### src/rtl/uc_cycle_ctrl.sv
// Instruction-cycle sequencer: one-hot phase enables, run/halt/step control, post-reset hold and
// retire counter. Optional PC breakpoint compare is built when UC_CYCLE_CTRL_BKPT_EN is defined.
module uc_cycle_ctrl #(
  parameter int unsigned PC_W         = 11,
  parameter int unsigned STEP_W       = 8,
  parameter int unsigned RESET_HOLD   = 4,
  parameter bit          START_HALTED = 1'b0
) (
  input  logic              clock,
  input  logic              reset,
  input  logic              run_req_i,
  input  logic              halt_req_i,
  input  logic              step_req_i,
  input  logic [STEP_W-1:0] step_count_i,
  input  logic [PC_W-1:0]   pc_i,
  input  logic              skip_i,
`ifdef UC_CYCLE_CTRL_BKPT_EN
  input  logic [PC_W-1:0]   bkpt_addr_i,
  input  logic              bkpt_valid_i,
  output logic              bkpt_hit_o,
`endif
  output logic [3:0]        ph_en_o,
  output logic              core_rst_o,
  output logic              halted_o,
  output logic              running_o,
  output logic              inst_retired_o,
  output logic [15:0]       retire_cnt_o
);

  typedef enum logic [1:0] {StHold, StHalt, StRun, StStep} state_e;

  state_e            state_q, state_d;
  logic [3:0]        hold_cnt_q, hold_cnt_d;
  logic [1:0]        phase_q, phase_d;
  logic              core_rst_q, core_rst_d;
  logic [15:0]       retire_cnt_q, retire_cnt_d;
  logic              skip_pend_q, skip_pend_d;
  logic [STEP_W-1:0] step_left_q, step_left_d;
  logic              halt_pend_q, halt_pend_d;
  logic              running, boundary, step_done;

`ifdef UC_CYCLE_CTRL_BKPT_EN
  logic bkpt_pend_q, bkpt_pend_d;
  logic bkpt_hit_q, bkpt_hit_d;
  assign bkpt_hit_o = bkpt_hit_q;
`else
  logic unused_pc;
  assign unused_pc = ^pc_i;
`endif

  assign running        = (state_q == StRun) || (state_q == StStep);
  assign boundary       = running && (phase_q == 2'd3);
  assign ph_en_o        = running ? (4'b0001 << phase_q) : 4'b0000;
  assign inst_retired_o = boundary && !skip_pend_q;
  assign core_rst_o     = core_rst_q;
  assign halted_o       = (state_q == StHalt);
  assign running_o      = running;
  assign retire_cnt_o   = retire_cnt_q;

  always_comb begin
    state_d      = state_q;
    hold_cnt_d   = hold_cnt_q;
    phase_d      = phase_q;
    core_rst_d   = core_rst_q;
    retire_cnt_d = retire_cnt_q;
    skip_pend_d  = skip_pend_q;
    step_left_d  = step_left_q;
    halt_pend_d  = halt_pend_q;
    step_done    = 1'b0;
`ifdef UC_CYCLE_CTRL_BKPT_EN
    bkpt_pend_d  = bkpt_pend_q;
    bkpt_hit_d   = bkpt_hit_q;
`endif
    unique case (state_q)
      StHold: begin
        phase_d = 2'd0;
        if (hold_cnt_q == 4'd0) begin
          state_d    = START_HALTED ? StHalt : StRun;
          core_rst_d = 1'b0;
        end else begin
          hold_cnt_d = hold_cnt_q - 4'd1;
        end
      end
      StHalt: begin
        phase_d = 2'd0;
        // halt_req outranks run/step, so a simultaneous request leaves us halted
        if (!halt_req_i) begin
          if (run_req_i) begin
            state_d = StRun;
`ifdef UC_CYCLE_CTRL_BKPT_EN
            bkpt_hit_d = 1'b0;
`endif
          end else if (step_req_i) begin
            state_d     = StStep;
            step_left_d = (step_count_i == '0) ? STEP_W'(1) : step_count_i;
`ifdef UC_CYCLE_CTRL_BKPT_EN
            bkpt_hit_d = 1'b0;
`endif
          end
        end
      end
      StRun, StStep: begin
        phase_d = phase_q + 2'd1;
        if (halt_req_i) halt_pend_d = 1'b1;
`ifdef UC_CYCLE_CTRL_BKPT_EN
        if ((phase_q == 2'd0) && bkpt_valid_i && (pc_i == bkpt_addr_i)) begin
          halt_pend_d = 1'b1;
          bkpt_pend_d = 1'b1;
        end
`endif
        if (boundary) begin
          skip_pend_d = skip_i;
          if (!skip_pend_q) begin
            retire_cnt_d = retire_cnt_q + 16'd1;
            if ((state_q == StStep) && (step_left_q != '0)) step_left_d = step_left_q - 1'b1;
          end
          // A skip raised by the last stepped instruction still plays out its skipped slot
          step_done = (state_q == StStep) && (step_left_d == '0) && !skip_i;
          if (halt_pend_q || halt_req_i || step_done) begin
            state_d     = StHalt;
            halt_pend_d = 1'b0;
`ifdef UC_CYCLE_CTRL_BKPT_EN
            if (bkpt_pend_q) begin
              bkpt_hit_d  = 1'b1;
              bkpt_pend_d = 1'b0;
            end
`endif
          end
        end
      end
      default: state_d = StHold;
    endcase
  end

  always_ff @(posedge clock) begin
    if (reset) begin
      state_q      <= StHold;
      hold_cnt_q   <= 4'(RESET_HOLD);
      phase_q      <= 2'd0;
      core_rst_q   <= 1'b1;
      retire_cnt_q <= 16'd0;
      skip_pend_q  <= 1'b0;
      step_left_q  <= '0;
      halt_pend_q  <= 1'b0;
`ifdef UC_CYCLE_CTRL_BKPT_EN
      bkpt_pend_q  <= 1'b0;
      bkpt_hit_q   <= 1'b0;
`endif
    end else begin
      state_q      <= state_d;
      hold_cnt_q   <= hold_cnt_d;
      phase_q      <= phase_d;
      core_rst_q   <= core_rst_d;
      retire_cnt_q <= retire_cnt_d;
      skip_pend_q  <= skip_pend_d;
      step_left_q  <= step_left_d;
      halt_pend_q  <= halt_pend_d;
`ifdef UC_CYCLE_CTRL_BKPT_EN
      bkpt_pend_q  <= bkpt_pend_d;
      bkpt_hit_q   <= bkpt_hit_d;
`endif
    end
  end

endmodule
### config.mk
export PLATFORM = sky130hd
export DESIGN_NAME = uc_cycle_ctrl
export DESIGN_NICKNAME = d
export VERILOG_FILES = /design/src/rtl/uc_cycle_ctrl.sv
export SDC_FILE = /design/constraint.sdc
export NUM_CORES = 1
export LEC_CHECK = 0
export BUFFER_PORTS_ARGS = -buffer_cell sky130_fd_sc_hd__buf_2
export CORE_MARGIN = 2
export CORE_UTILIZATION = 47
export CTS_CLUSTER_DIAMETER = 50
export DETAILED_ROUTE_END_ITERATION = 10
export PLACE_DENSITY = 0.85
export SYNTH_ARGS = -nofsm -noshare
export SYNTH_HDL_FRONTEND = slang
export SYNTH_SLANG_ARGS = --single-unit
### constraint.sdc
create_clock -name clock -period 1.7 [get_ports clock]
set_clock_uncertainty 0.1 [all_clocks]
set_input_delay 0.255 -clock clock [delete_from_list [all_inputs] [get_ports clock]]
set_output_delay 0.255 -clock clock [all_outputs]
set_load 0.02 [all_outputs]
== After elaboration in Yosys (flattened, before gate mapping) ==
Index checks and enable logic that the tools add are counted.
Word-level totals
  word-level logic and storage cells: 72
  register bits after elaboration: 35
  input port bits: 25
Cells by class
  shifts and indexed selects: 1
  $add $sub $neg: 4
  bitwise gates (word level): 2
  reduce and logical (&&, ||, !) cells: 24
  equal/unequal tests: 11
  muxes and demuxes: 22
Operators by type and width (count)
  8-bit two-way mux: 9
  16-bit by 1-bit adder with 16-bit output, second input constant: 1
  8-bit zero test: 2
  8-bit one-hot mux with 2 select lines: 1
  2-bit two-way mux: 6
  2-bit != test, second input constant: 6
  5-bit AND reduction: 2
  8-bit nonzero test: 1
  8-bit by 1-bit subtractor with 8-bit output, second input constant: 1
  2-bit == test, second input constant: 3
  2-bit one-hot mux with 3 select lines: 1
  2-bit AND reduction: 3
  1-bit logical AND: 5
  4-bit zero test: 1
  4-bit two-way mux: 1
  2-bit one-hot mux with 2 select lines: 1
  2-bit OR reduction: 2
  1-bit by 2-bit << shifter with 4-bit output, first input constant: 1
  4-bit by 1-bit subtractor with 4-bit output, second input constant: 1
  1-bit logical OR: 3
  1-bit two-way mux: 3
  3-bit != test, second input constant: 1
  3-bit AND reduction: 1
  2-bit by 1-bit adder with 2-bit output, second input constant: 1
  5 further kinds: 7

== Logic depth before layout (Yosys ltp) ==
Gate-level depths: netlist of the first run.
  word-level depth: 13
  mapped depth: 8
  depth with buffers taken out: 7

== Worst setup path before layout of the first run ==
OpenSTA, ideal clock, no wires.
  path type: register -> register
  from: register step_left_q[0]
  to: register state_q[1]
  path slack: -0.144 ns
  data required time: 1.461 ns
  setup time: 0.139 ns
  arrival: 1.605 ns
  cell stages (with the launch flop): 8
  cell sequence: dfxtp_1 > inv_1 > ha_1 > or3b_1 > clkbuf_1 > o21bai_4 > mux2i_1 > a311oi_2
Between the ends
  longest elaborated chain between the ends: 12
  elaborated cells between the ends (all ways): 13
  those cells by class: 1 x add/sub; 1 x eq/ne; 4 x mux; 7 x reduce/logical
Ends and longest elaborated chain
  from (decl): RTL line 38  | logic [STEP_W-1:0] step_left_q, step_left_d;
  from (signal assigned): RTL line 156  | step_left_q <= step_left_d;
  branches (longest 3 deep; another with 8-bit by 1-bit subtractor with 8-bit output)
  8-bit two-way mux (*): RTL line 113  | if (!skip_pend_q) begin
  8-bit two-way mux (*): RTL line 111  | if (boundary) begin
  8-bit two-way mux (*): RTL line 74  | unique case (state_q)
  8-bit zero test (*): RTL line 118  | step_done = (state_q == StStep) && (step_left_d == '0) && !skip_i;
  1-bit logical AND (*) (2 in series): RTL line 118
  1-bit logical OR (*): RTL line 119  | if (halt_pend_q || halt_req_i || step_done) begin
  2-bit != test (no source line) (*)
  5-bit AND reduction (no source line) (*)
  to (signal assigned): RTL line 137  | state_q <= StHold;
  to (signal assigned): RTL line 150  | state_q <= state_d;
  to (decl): RTL line 32  | state_e state_q, state_d;
Every way passes the cells marked *. The select of a mux whose other input is x is not followed.
A chain may end at the register's enable or synchronous reset.

== Worst setup path after layout of the first run ==
  from: register step_left_q[1]
  to: register state_q[1]
The elaborated chain is that of the path after synthesis.

==> run metrics, run 1 <==
outcome=finished with violations; failing checks=negative setup slack; antenna violations before repair=0; Non-Filler Instances=348; worst vdd ir=0.912 mV; top area cells in the synthesized netlist=dfxtp_1, nor2_1, xor2_1, ha_1, nand2_1; worst setup path startpoint=step_left_q[1]; CTS tree=yes; crit path to=state_q[1]; setup TNS=-0.560 ns; Starting Density=0.483; CP arrival=1.90 ns; Inst Count DP=334; clk buf depth=2; via count=1924; min cycle time layout=1.83 ns; power per cell area=894 nW/µm²; # setup viols final=12; die width=67.6 µm; sequential area share after synthesis=0.368; Tcrit/Tclk final=1.08; hold path depth=3; Yosys reg bits=35; DRC=0; nets=330; H-tree Lvls=2; fin. max-slew vios=0; number of flops mapped to enable cells by yosys=0; area grow syn2layout=41.1%; crit path cell chain=inv_4 -> ha_4 -> or3b_4 -> o21bai_4 -> mux2i_1 -> a311oi_2; max incr delay on CP=0.41 ns; CORE AREA=3940 µm²; routability cong.=0.899; WP depth=6; total gr overflow=0; worst reg-to-reg path cell count=6; first-pass GRT wire length=7.56 mm; synth cell count leaders=dfxtp_1, nor2_1, nand2_1, inv_1, xor2_1; CP Launch Type=flop; top-area cell type share of the netlist area=0.368; RSZ-0062 raised after global routing=true; Top delay family on crit path=simple AND/OR/NAND/NOR gates; Via density=5.53; layout cells sized above 1=0.423; post-DP HPWL=3.28 mm; P_leak=0.00114 µW; Post-Syn Area per Cell=8.38 µm²; CTS root buffer=clkbuf_8; CP max-delay cell=or3b_4; Slew @ Worst Pin=0.416 ns; Detailed Routing Iterations Pass 1=5; Routed WL per cell=14.8 µm; Worst Path Max Fanout=8; number of fill cells=263; vias in the first global route=1687; die area=4570 µm²; Final Hold Viols=0; CP Capture Type=flop; R2R Setup Slk=-0.13 ns; Post-Syn Nets=260; Ports=49; total CTS buffers=5; reg-to-reg endpoint=state_q[1]; count leader, synth=dfxtp_1; Yosys cell types=55; cell count after synthesis=227; Die Y=67.6 µm; Setup CP Type=flop to flop; WL final=5.13 mm; Highest Clock Rate=547 MHz; clk sink count=35; Antenna diodes=0; area leader, netlist=dfxtp_1; Hold Path Class=input port to flop; mapped cell area=1900 µm²; Worst slew margin=0.720; Final Util=0.681; async set or reset register ratio after synthesis=0; number of DRC markers in iteration 0=164; Worst-path clk slew=0.08 ns; Synth Warn #=0; max_cap viols=0; IO buf count=37; WP buf/inv=1; num rows=23; worst hold slack=0.143 ns; Clock Latency Late Sink=0.30 ns; Total GRT Usage=0.223; Antenna Violating Nets Remaining=0; ys flop type=dfxtp_1; Tot Pwr=2400 µW; Req. time, crit path=1.77 ns; Final WS setup=-0.129 ns; reg2reg start=step_left_q[1]; largest net degree at the start of global routing=20
[flip-flops by register name (all words and copies together) (netlist names)]
signal / flops
state_q: 2
retire_cnt_o: 16
step_left_q: 8
halt_pend_q: 1
hold_cnt_q: 4
phase_q: 2
core_rst_o: 1
skip_pend_q: 1
[cell type report]
cell class	instances	area, µm²	share of cell area
multi-input cells	167	1260	0.470
flip-flops and latches	35	711	0.265
repair buffers	75	484	0.180
clock buffers	5	68.8	0.0256
well taps	50	62.6	0.0233
inverters	13	53.8	0.0200
clock inverters	3	43.8	0.0163
[tightest hold or removal path, stage by stage]
cell and delay (ns):
buf_2 0.12, nand2_1 0.07, a21oi_1 0.06
[worst min-delay path by stage]
stage	from	to	slack (ns)
6_report	skip_i	skip_pend_q	0.14
5_1_grt	skip_i	skip_pend_q	0.15
4_1_cts	skip_i	skip_pend_q	0.15
3_5_place_dp	core_rst_o	core_rst_o	0.34
3_3_place_gp	core_rst_o	core_rst_o	0.33
2_1_floorplan	skip_i	skip_pend_q	0.29
[cells in the final DEF, fill, tap and decap left out, drive strengths merged, types with 5 or more instances in the layout]
master | Yosys | routed
a21oi | 10 | 10
o21ai | 9 | 9
buf | 4 | 75
nor3 | 8 | 8
dfxtp | 35 | 35
inv | 13 | 13
xor2 | 12 | 12
xnor2 | 6 | 6
nor2 | 30 | 30
clkbuf | 8 | 5
nand2 | 17 | 17
nand3 | 5 | 5
nor4 | 7 | 7
and3 | 5 | 5
ha | 8 | 8
[where the power goes]
part / internal [µW] / switching [µW]
Sequential: 901 / 78.6
Clock: 437 / 332
Combinational: 292 / 359
Total: 1630 / 770
[per-layer routing]
| metal | GRT usage | wire length, µm |
|---|---|---|
| met5 | 0 | 0 |
| met4 | 0.102 | 132 |
| met3 | 0.0517 | 272 |
| met2 | 0.376 | 2520 |
| met1 | 0.266 | 2200 |
[per-stage QoR]
stage | setup slack [ns] | area, µm²
after floorplan | -0.108 | 1950
after global placement | -0.158 | 2380
after detailed placement | -0.196 | 2380
after CTS | -0.100 | 2590
after global routing | -0.168 | 2690
final | -0.129 | 2690
[kinds of logic after synthesis]
logic type | Yosys count | synth area share
flops | 35 | 0.368
buf+inv | 25 | 0.0546
compound gates | 47 | 0.178
mux | 2 | 0.0105
fa+ha+maj | 8 | 0.0526
xor+xnor | 18 | 0.0828
simple gates | 92 | 0.253
[what timing repair did]
item,4_1_cts,5_1_grt
hold buffers,0,0
endpoints found under the setup margin,10,24
pin swaps,8,11
gates resized for setup,18,20
endpoints found under the hold margin,0,0
gates cloned,0,0
buffers inserted,4,2
No activity file was read; power rests on OpenSTA's default activity.
==> run 2, diff against run 1 <==
- CORE_ASPECT_RATIO: not set -> 1.25
- HOLD_SLACK_MARGIN: not set -> 0.15
==> run 2 against run 1 <==
Compared with the run above:
- the run still ends with negative setup slack left
- core utilization grew 1.7 points
- combinational power grew 5.8%
- via count grew 2.4%
- first-iteration DRC count shrank 35%
- critical path type unchanged
- sequential power shrank 0.7%
- clock-buffer cell count is the same
- final cell count grew 2.3%
- routed wire length grew 0.78%
==> run metrics, run 2 (synthesized netlist as in run 1, its figures left out) <==
outcome=finished with violations (unchanged); failing checks=negative setup slack (unchanged); WL final=5.17 mm (was 5.13 mm); placed instance area=2410 µm² (was 2380 µm²); total CTS buffers=5 (unchanged); Hold Path Class=input port to flop (unchanged); Setup CP Type=flop to flop (unchanged); CTS root buffer=clkbuf_8 (unchanged); CP max-delay cell=dfxtp_2 (was or3b_4); Antenna diodes=0 (unchanged); area grow syn2layout=41.2% (was 41.1%); die width=60.9 µm (was 67.6 µm); Routed WL per cell=14.5 µm (was 14.8 µm); RSZ-0062 raised after global routing=true (unchanged); min cycle time layout=1.87 ns (was 1.83 ns); routability cong.=0.896 (was 0.899); Total GRT Usage=0.235 (was 0.223); Detailed Routing Iterations Pass 1=4 (was 5); antenna violations before repair=0 (unchanged); Highest Clock Rate=536 MHz (was 547 MHz); Non-Filler Instances=356 (was 348); Worst Path Max Fanout=5 (was 8); commonest non-fill, non-tap cell in the layout=buf_4; die area=4580 µm² (was 4570 µm²); commonest cells after routing, fill and taps aside=buf_4, buf_2, nor2_1, dfxtp_1, nand2_1 (was buf_2, buf_4, nor2_1, dfxtp_1, nand2_1); CP arrival=1.94 ns (was 1.90 ns); first-pass GRT wire length=8.06 mm (was 7.56 mm); Largest register FFs=16 (unchanged); Tcrit/Tclk final=1.10 (was 1.08); Req. time, crit path=1.77 ns (about the same); Die Y=75.1 µm (was 67.6 µm); Worst slew margin=0.659 (was 0.720); final instance area=2690 µm² (about the same); Most Crowded Layer GR=met2 (unchanged); Worst-path clk slew=0.08 ns (about the same); IO buf count=37 (unchanged); power per cell area=849 nW/µm² (was 894 nW/µm²); max_cap viols=0 (unchanged); P_leak=0.00114 µW (about the same); post-DP HPWL=3.40 mm (was 3.28 mm); worst vdd ir=0.769 mV (was 0.912 mV); Slew @ Worst Pin=0.507 ns (was 0.416 ns); Via density=5.53 (about the same); Final WS setup=-0.166 ns (was -0.129 ns); via count=1970 (was 1924); CORE AREA=3850 µm² (was 3940 µm²); nets=334 (was 330); H-tree Lvls=2 (unchanged); CP Capture Type=flop (unchanged); max incr delay on CP=0.36 ns (was 0.41 ns); vias in the first global route=1881 (was 1687); num rows=25 (was 23); clk sink count=35 (unchanged); total gr overflow=0 (unchanged); number of DRC markers in iteration 0=106 (was 164); Ports=49 (unchanged); CTS tree=yes (unchanged); fin. max-slew vios=0 (unchanged); layout cells sized above 1=0.404 (was 0.423); Final Hold Viols=0 (unchanged); CP Launch Type=flop (unchanged); crit path cell chain=inv_4 -> ha_4 -> or3b_4 -> o21bai_4 -> o31a_2 -> o21ai_0 -> a21oi_1 (was inv_4 -> ha_4 -> or3b_4 -> o21bai_4 -> mux2i_1 -> a311oi_2); Antenna Violating Nets Remaining=0 (unchanged); Inst Count DP=340 (was 334); largest net degree at the start of global routing=23 (was 20); met1 Resource Use GR=0.255 (was 0.266); Clock Latency Late Sink=0.30 ns (about the same); clk buf depth=2 (unchanged); met3 usage=0.0481 (was 0.0517); DRC=0 (unchanged); Final Util=0.698 (was 0.681); # setup viols final=8 (was 12); M2 GR Usage=0.434 (was 0.376); Starting Density=0.495 (was 0.483)
==> run 2: power by group <==
group	internal, µW	switching [µW]	total [µW]
Combinational	334	356	690
Sequential	898	74.5	972
Clock	285	333	618
Total	1520	763	2280
==> run 2: worst max-delay path, delay by kind of cell (launching register included) <==
kind / cells / cell delay, ns
adders and majority gates: 1 / 0.15
and+or+nand+nor: 1 / 0.28
DFF: 1 / 0.36
AOI/OAI and AO/OA: 4 / 0.80
buffers and inverters: 1 / 0.05
==> run 2: timing repair <==
action	in CTS	in global routing
endpoints found under the hold margin	1	0
buffers inserted	4	3
endpoints found under the setup margin	9	15
pin swaps	8	6
hold buffers	1	0
resized for setup	15	20
==> run 2: cell type report <==
| cell class | instances | area, µm² |
|---|---|---|
| Clock buffer | 5 | 68.8 |
| Clock inverter | 3 | 20.0 |
| Fill cell | 297 | 1160 |
| Inverter | 13 | 53.8 |
| Multi-Input combinational cell | 167 | 1220 |
| Sequential cell | 35 | 712 |
| Tap cell | 54 | 67.6 |
| Timing Repair Buffer | 79 | 543 |
==> run 2: routing by layer <==
metal / vias up / routed length (µm)
met5: - / 0
met4: 0 / 146
met3: 14 / 257
met2: 80 / 2740
met1: 924 / 2030
li1: 952 / -
==> run 2: final timing paths <==
| check | startpoint | endpoint | slack [ns] | depth (start not counted) |
|---|---|---|---|---|
| max | step_left_q[0] | step_left_q[3] | -0.17 | 7 |
| min | step_count_i[7] | step_left_q[7] | 0.18 | 3 |
| max reg2reg | step_left_q[0] | step_left_q[3] | -0.17 | 7 |
| min reg2reg | core_rst_o | core_rst_o | 0.36 | 1 |
==> run 2: per-stage QoR <==
stage / setup slack, ns / power [µW] / hold WS, ns / setup TNS (ns)
3_3_place_gp: -0.174 / 1600 / 0.337 / -0.478
4_1_cts: -0.0858 / 2240 / 0.172 / -0.473
6_report: -0.166 / 2280 / 0.176 / -0.744
3_5_place_dp: -0.205 / 1620 / 0.342 / -0.644
5_1_grt: -0.226 / 2420 / 0.200 / -1.31
2_1_floorplan: -0.108 / 1390 / 0.291 / -0.158
==> run 3, diff against run 2 <==
- ABC_AREA: not set -> 1
- CORE_UTILIZATION: 47 -> 48
- PLACE_DENSITY: 0.85 -> 0.86
==> run 3 against run 2 <==
Compared with the run above:
- the flow still finishes with violations (negative setup slack)
- first-iteration DRC count is 100% higher
- maximum frequency is 8.3% lower
- sequential share of layout area is 2.9 points lower
- design area is 13% higher
- synthesized cell count is 27% higher
- register-to-register slack worse by 0.17 ns
- synthesized area is 4.7% higher
- total power is 80% higher
- combinational power grew to 3.5 times the previous value
- final cell count is 24% higher
- hold slack better by 0.041 ns
- routed wire length is 31% higher
- largest cell class unchanged
==> run metrics, run 3 <==
placed instance area=2560 µm² (was 2410 µm²); final instance area=3030 µm² (was 2690 µm²); P_leak=0.00145 µW (was 0.00114 µW); fin. max-slew vios=0 (unchanged); CORE AREA=4030 µm² (was 3850 µm²); cell count after synthesis=289 (was 227); max_cap viols=0 (unchanged); vias in the first global route=2311 (was 1881); sequential area share after synthesis=0.352 (was 0.368); Die Y=76.0 µm (was 75.1 µm); net load switching power=1800 µW (was 763 µW); Worst slew margin=0.610 (was 0.659); worst reg-to-reg path cell count=16 (was 7); Final Util=0.751 (was 0.698); commonest cells after routing, fill and taps aside=buf_4, nand2_1, inv_1, buf_2, dfxtp_1 (was buf_4, buf_2, nor2_1, dfxtp_1, nand2_1); number of fill cells=292 (was 297); failing checks=negative setup slack (unchanged); Seq pwr share=0.267 (was 0.427); count leader, synth=nand2_1 (was dfxtp_1); die area=4680 µm² (was 4580 µm²); top area cells in the synthesized netlist=dfxtp_1, nand2_1, inv_1, a21oi_1, ha_1 (was dfxtp_1, nor2_1, xor2_1, ha_1, nand2_1); Worst Path Max Fanout=5 (unchanged); Total GRT Usage=0.263 (was 0.235); layout cells sized above 1=0.453 (was 0.404); die width=61.6 µm (was 60.9 µm); largest net degree at the start of global routing=20 (was 23); CP arrival=2.13 ns (was 1.94 ns); CP Launch Type=flop (unchanged); Highest Clock Rate=492 MHz (was 536 MHz); Via density=5.46 (was 5.53); IO buf count=37 (unchanged); # setup viols final=9 (was 8); WL final=6.80 mm (was 5.17 mm); power per cell area=1360 nW/µm² (was 849 nW/µm²); number of DRC markers in iteration 0=214 (was 106); Tcrit/Tclk final=1.20 (was 1.10); Hold Startpoint=run_req_i (was step_count_i[7]); Final Hold Viols=0 (unchanged); via count=2412 (was 1970); Post-Syn Nets=322 (was 260); Pint=2310 µW (was 1520 µW); Hold Path Class=input port to flop (unchanged); clk sink count=35 (unchanged); Post-Syn Area per Cell=6.89 µm² (was 8.38 µm²); worst hold slack=0.218 ns (was 0.176 ns); total CTS buffers=5 (unchanged); Setup CP Type=flop to flop (unchanged); top-area cell type share of the netlist area=0.352 (was 0.368); Worst-path clk slew=0.08 ns (about the same); first-pass GRT wire length=9.46 mm (was 8.06 mm); Clk pwr share=0.151 (was 0.271); hold path depth=4 (was 3); ys flop type=dfxtp_1 (unchanged); antenna violations before repair=0 (unchanged); reg-to-reg endpoint=state_q[1] (was step_left_q[3]); total gr overflow=0 (unchanged); reg2reg start=step_left_q[0] (unchanged); CTS root buffer=clkbuf_8 (unchanged); nets=418 (was 334); sw frac=0.438 (was 0.335); Yosys reg bits=35 (unchanged); Ports=49 (unchanged); Routed WL per cell=15.4 µm (was 14.5 µm); DRC=0 (unchanged); num rows=26 (was 25); synth cell count leaders=nand2_1, inv_1, dfxtp_1, a21oi_1, nor2_1 (was dfxtp_1, nor2_1, nand2_1, inv_1, xor2_1); min cycle time layout=2.03 ns (was 1.87 ns); RSZ-0062 raised after global routing=true (unchanged); CP Capture Type=flop (unchanged); number of flops mapped to enable cells by yosys=0 (unchanged); Antenna diodes=0 (unchanged); Req. time, crit path=1.79 ns (was 1.77 ns); # hold bufs at CTS=0 (was 1); Clock Latency Late Sink=0.30 ns (about the same); area grow syn2layout=52.1% (was 41.2%); clk buf depth=2 (unchanged); routability cong.=1.02 (was 0.896); Synth Warn #=0 (unchanged); Slew @ Worst Pin=0.585 ns (was 0.507 ns); commonest non-fill, non-tap cell in the layout=buf_4 (unchanged); post-DP HPWL=4.04 mm (was 3.40 mm); Antenna Violating Nets Remaining=0 (unchanged); Worst Hold Path EP=state_q[0] (was step_left_q[7]); Final WS setup=-0.334 ns (was -0.166 ns); Detailed Routing Iterations Pass 1=4 (unchanged); async set or reset register ratio after synthesis=0 (unchanged); worst vdd ir=0.718 mV (was 0.769 mV); Starting Density=0.494 (was 0.495); H-tree Lvls=2 (unchanged); CTS tree=yes (unchanged); Largest register FFs=16 (unchanged); area leader, netlist=dfxtp_1 (unchanged); R2R Setup Slk=-0.33 ns (was -0.17 ns); Comb power frac=0.582 (was 0.302); outcome=finished with violations (unchanged); Yosys cell types=30 (was 55); mapped cell area=1990 µm² (was 1900 µm²)
-- run 3: cell count changes in the layout (fill, tap and decap cells not counted), moves of 6 or more --
cell     change
buf_4       +16
nand2_1     +32
inv_1       +28
xor2_1      -12
inv_2        +8
nor2_2       +9
a21oi_1     +16
nor2_1      -14
xnor2_1      -6
nand3_1      +6
nand2_2      +9
-- run 3: what timing repair did --
item / 4_1_cts / 5_1_grt
endpoints found under the setup margin: 17 / 22
setup buffers: 8 / 10
gates resized for setup: 17 / 58
cloned: 0 / 1
pin swaps: 5 / 19
-- run 3: kinds of logic (layout without fill, tap and decap cells) --
group / after synthesis / after routing / share of synthesized area
simple gates: 130 / 131 / 0.313
flops: 35 / 35 / 0.352
xor+xnor: 1 / 1 / 0.00440
fa+ha+maj: 8 / 8 / 0.0503
compound gates: 58 / 58 / 0.165
buf+inv: 57 / 153 / 0.116
-- run 3: power by group through the flow --
stage          registers [µW]  logic, µW  clock network [µW]
2_1_floorplan            1090       1060                   0
3_3_place_gp             1090       1730                   0
3_5_place_dp             1090       1750                   0
4_1_cts                  1070       1840                 625
5_1_grt                  1110       2580                 653
6_report                 1100       2390                 621
-- run 3: worst max path at each step --
stage                               from               end  slack, ns  cells past startpoint
after detailed placement  step_left_q[1]        state_q[1]      -0.25                     14
after floorplan               phase_q[1]  retire_cnt_o[15]      -0.15                     10
after CTS                     phase_q[0]  retire_cnt_o[15]      -0.14                     10
final                     step_left_q[0]        state_q[1]      -0.33                     16
after global placement    step_left_q[1]        state_q[1]      -0.19                     13
after global routing      step_left_q[3]        state_q[1]      -0.51                     14
-- run 3: critical path: stages (launching register included) --
cell     delay [ns]
dfxtp_2        0.35
inv_2          0.06
ha_4           0.16
nand3_2        0.09
nor2_4         0.05
nor2_4         0.16
nand2_1        0.08
nand2_1        0.07
nand2_1        0.06
inv_1          0.06
nand2_1        0.05
nor2_1         0.16
nand2_1        0.12
nand2_2        0.09
nand2_2        0.06
o21ai_1        0.14
inv_1          0.06
-- run 3: per-stage QoR --
step	total power, µW	worst slack, ns	cells	TNS (ns)
floorplan	2150	-0.150	289	-0.859
global route	4350	-0.513	442	-2.42
global placement	2820	-0.187	417	-1.27
CTS	3540	-0.141	433	-0.861
detailed placement	2850	-0.255	417	-1.94
finish	4110	-0.334	442	-1.19
-- run 3: layout make-up --
type	instances	area, µm²	share of cell area
Clock buffer	5	68.8	0.0227
Multi-Input combinational cell	198	1290	0.427
Tap cell	56	70.1	0.0231
Sequential cell	35	714	0.236
Clock inverter	3	20.0	0.00661
Timing Repair Buffer	96	673	0.222
Inverter	49	189	0.0624
-- run 3: routing by layer --
layer  global-route usage  up-vias  part of all wire
li1                     -     1147                 -
met1                0.276     1132              0.37
met2                0.464      100              0.54
met3               0.0577       33             0.051
met4                0.132        0             0.047
met5                    0        -                 0
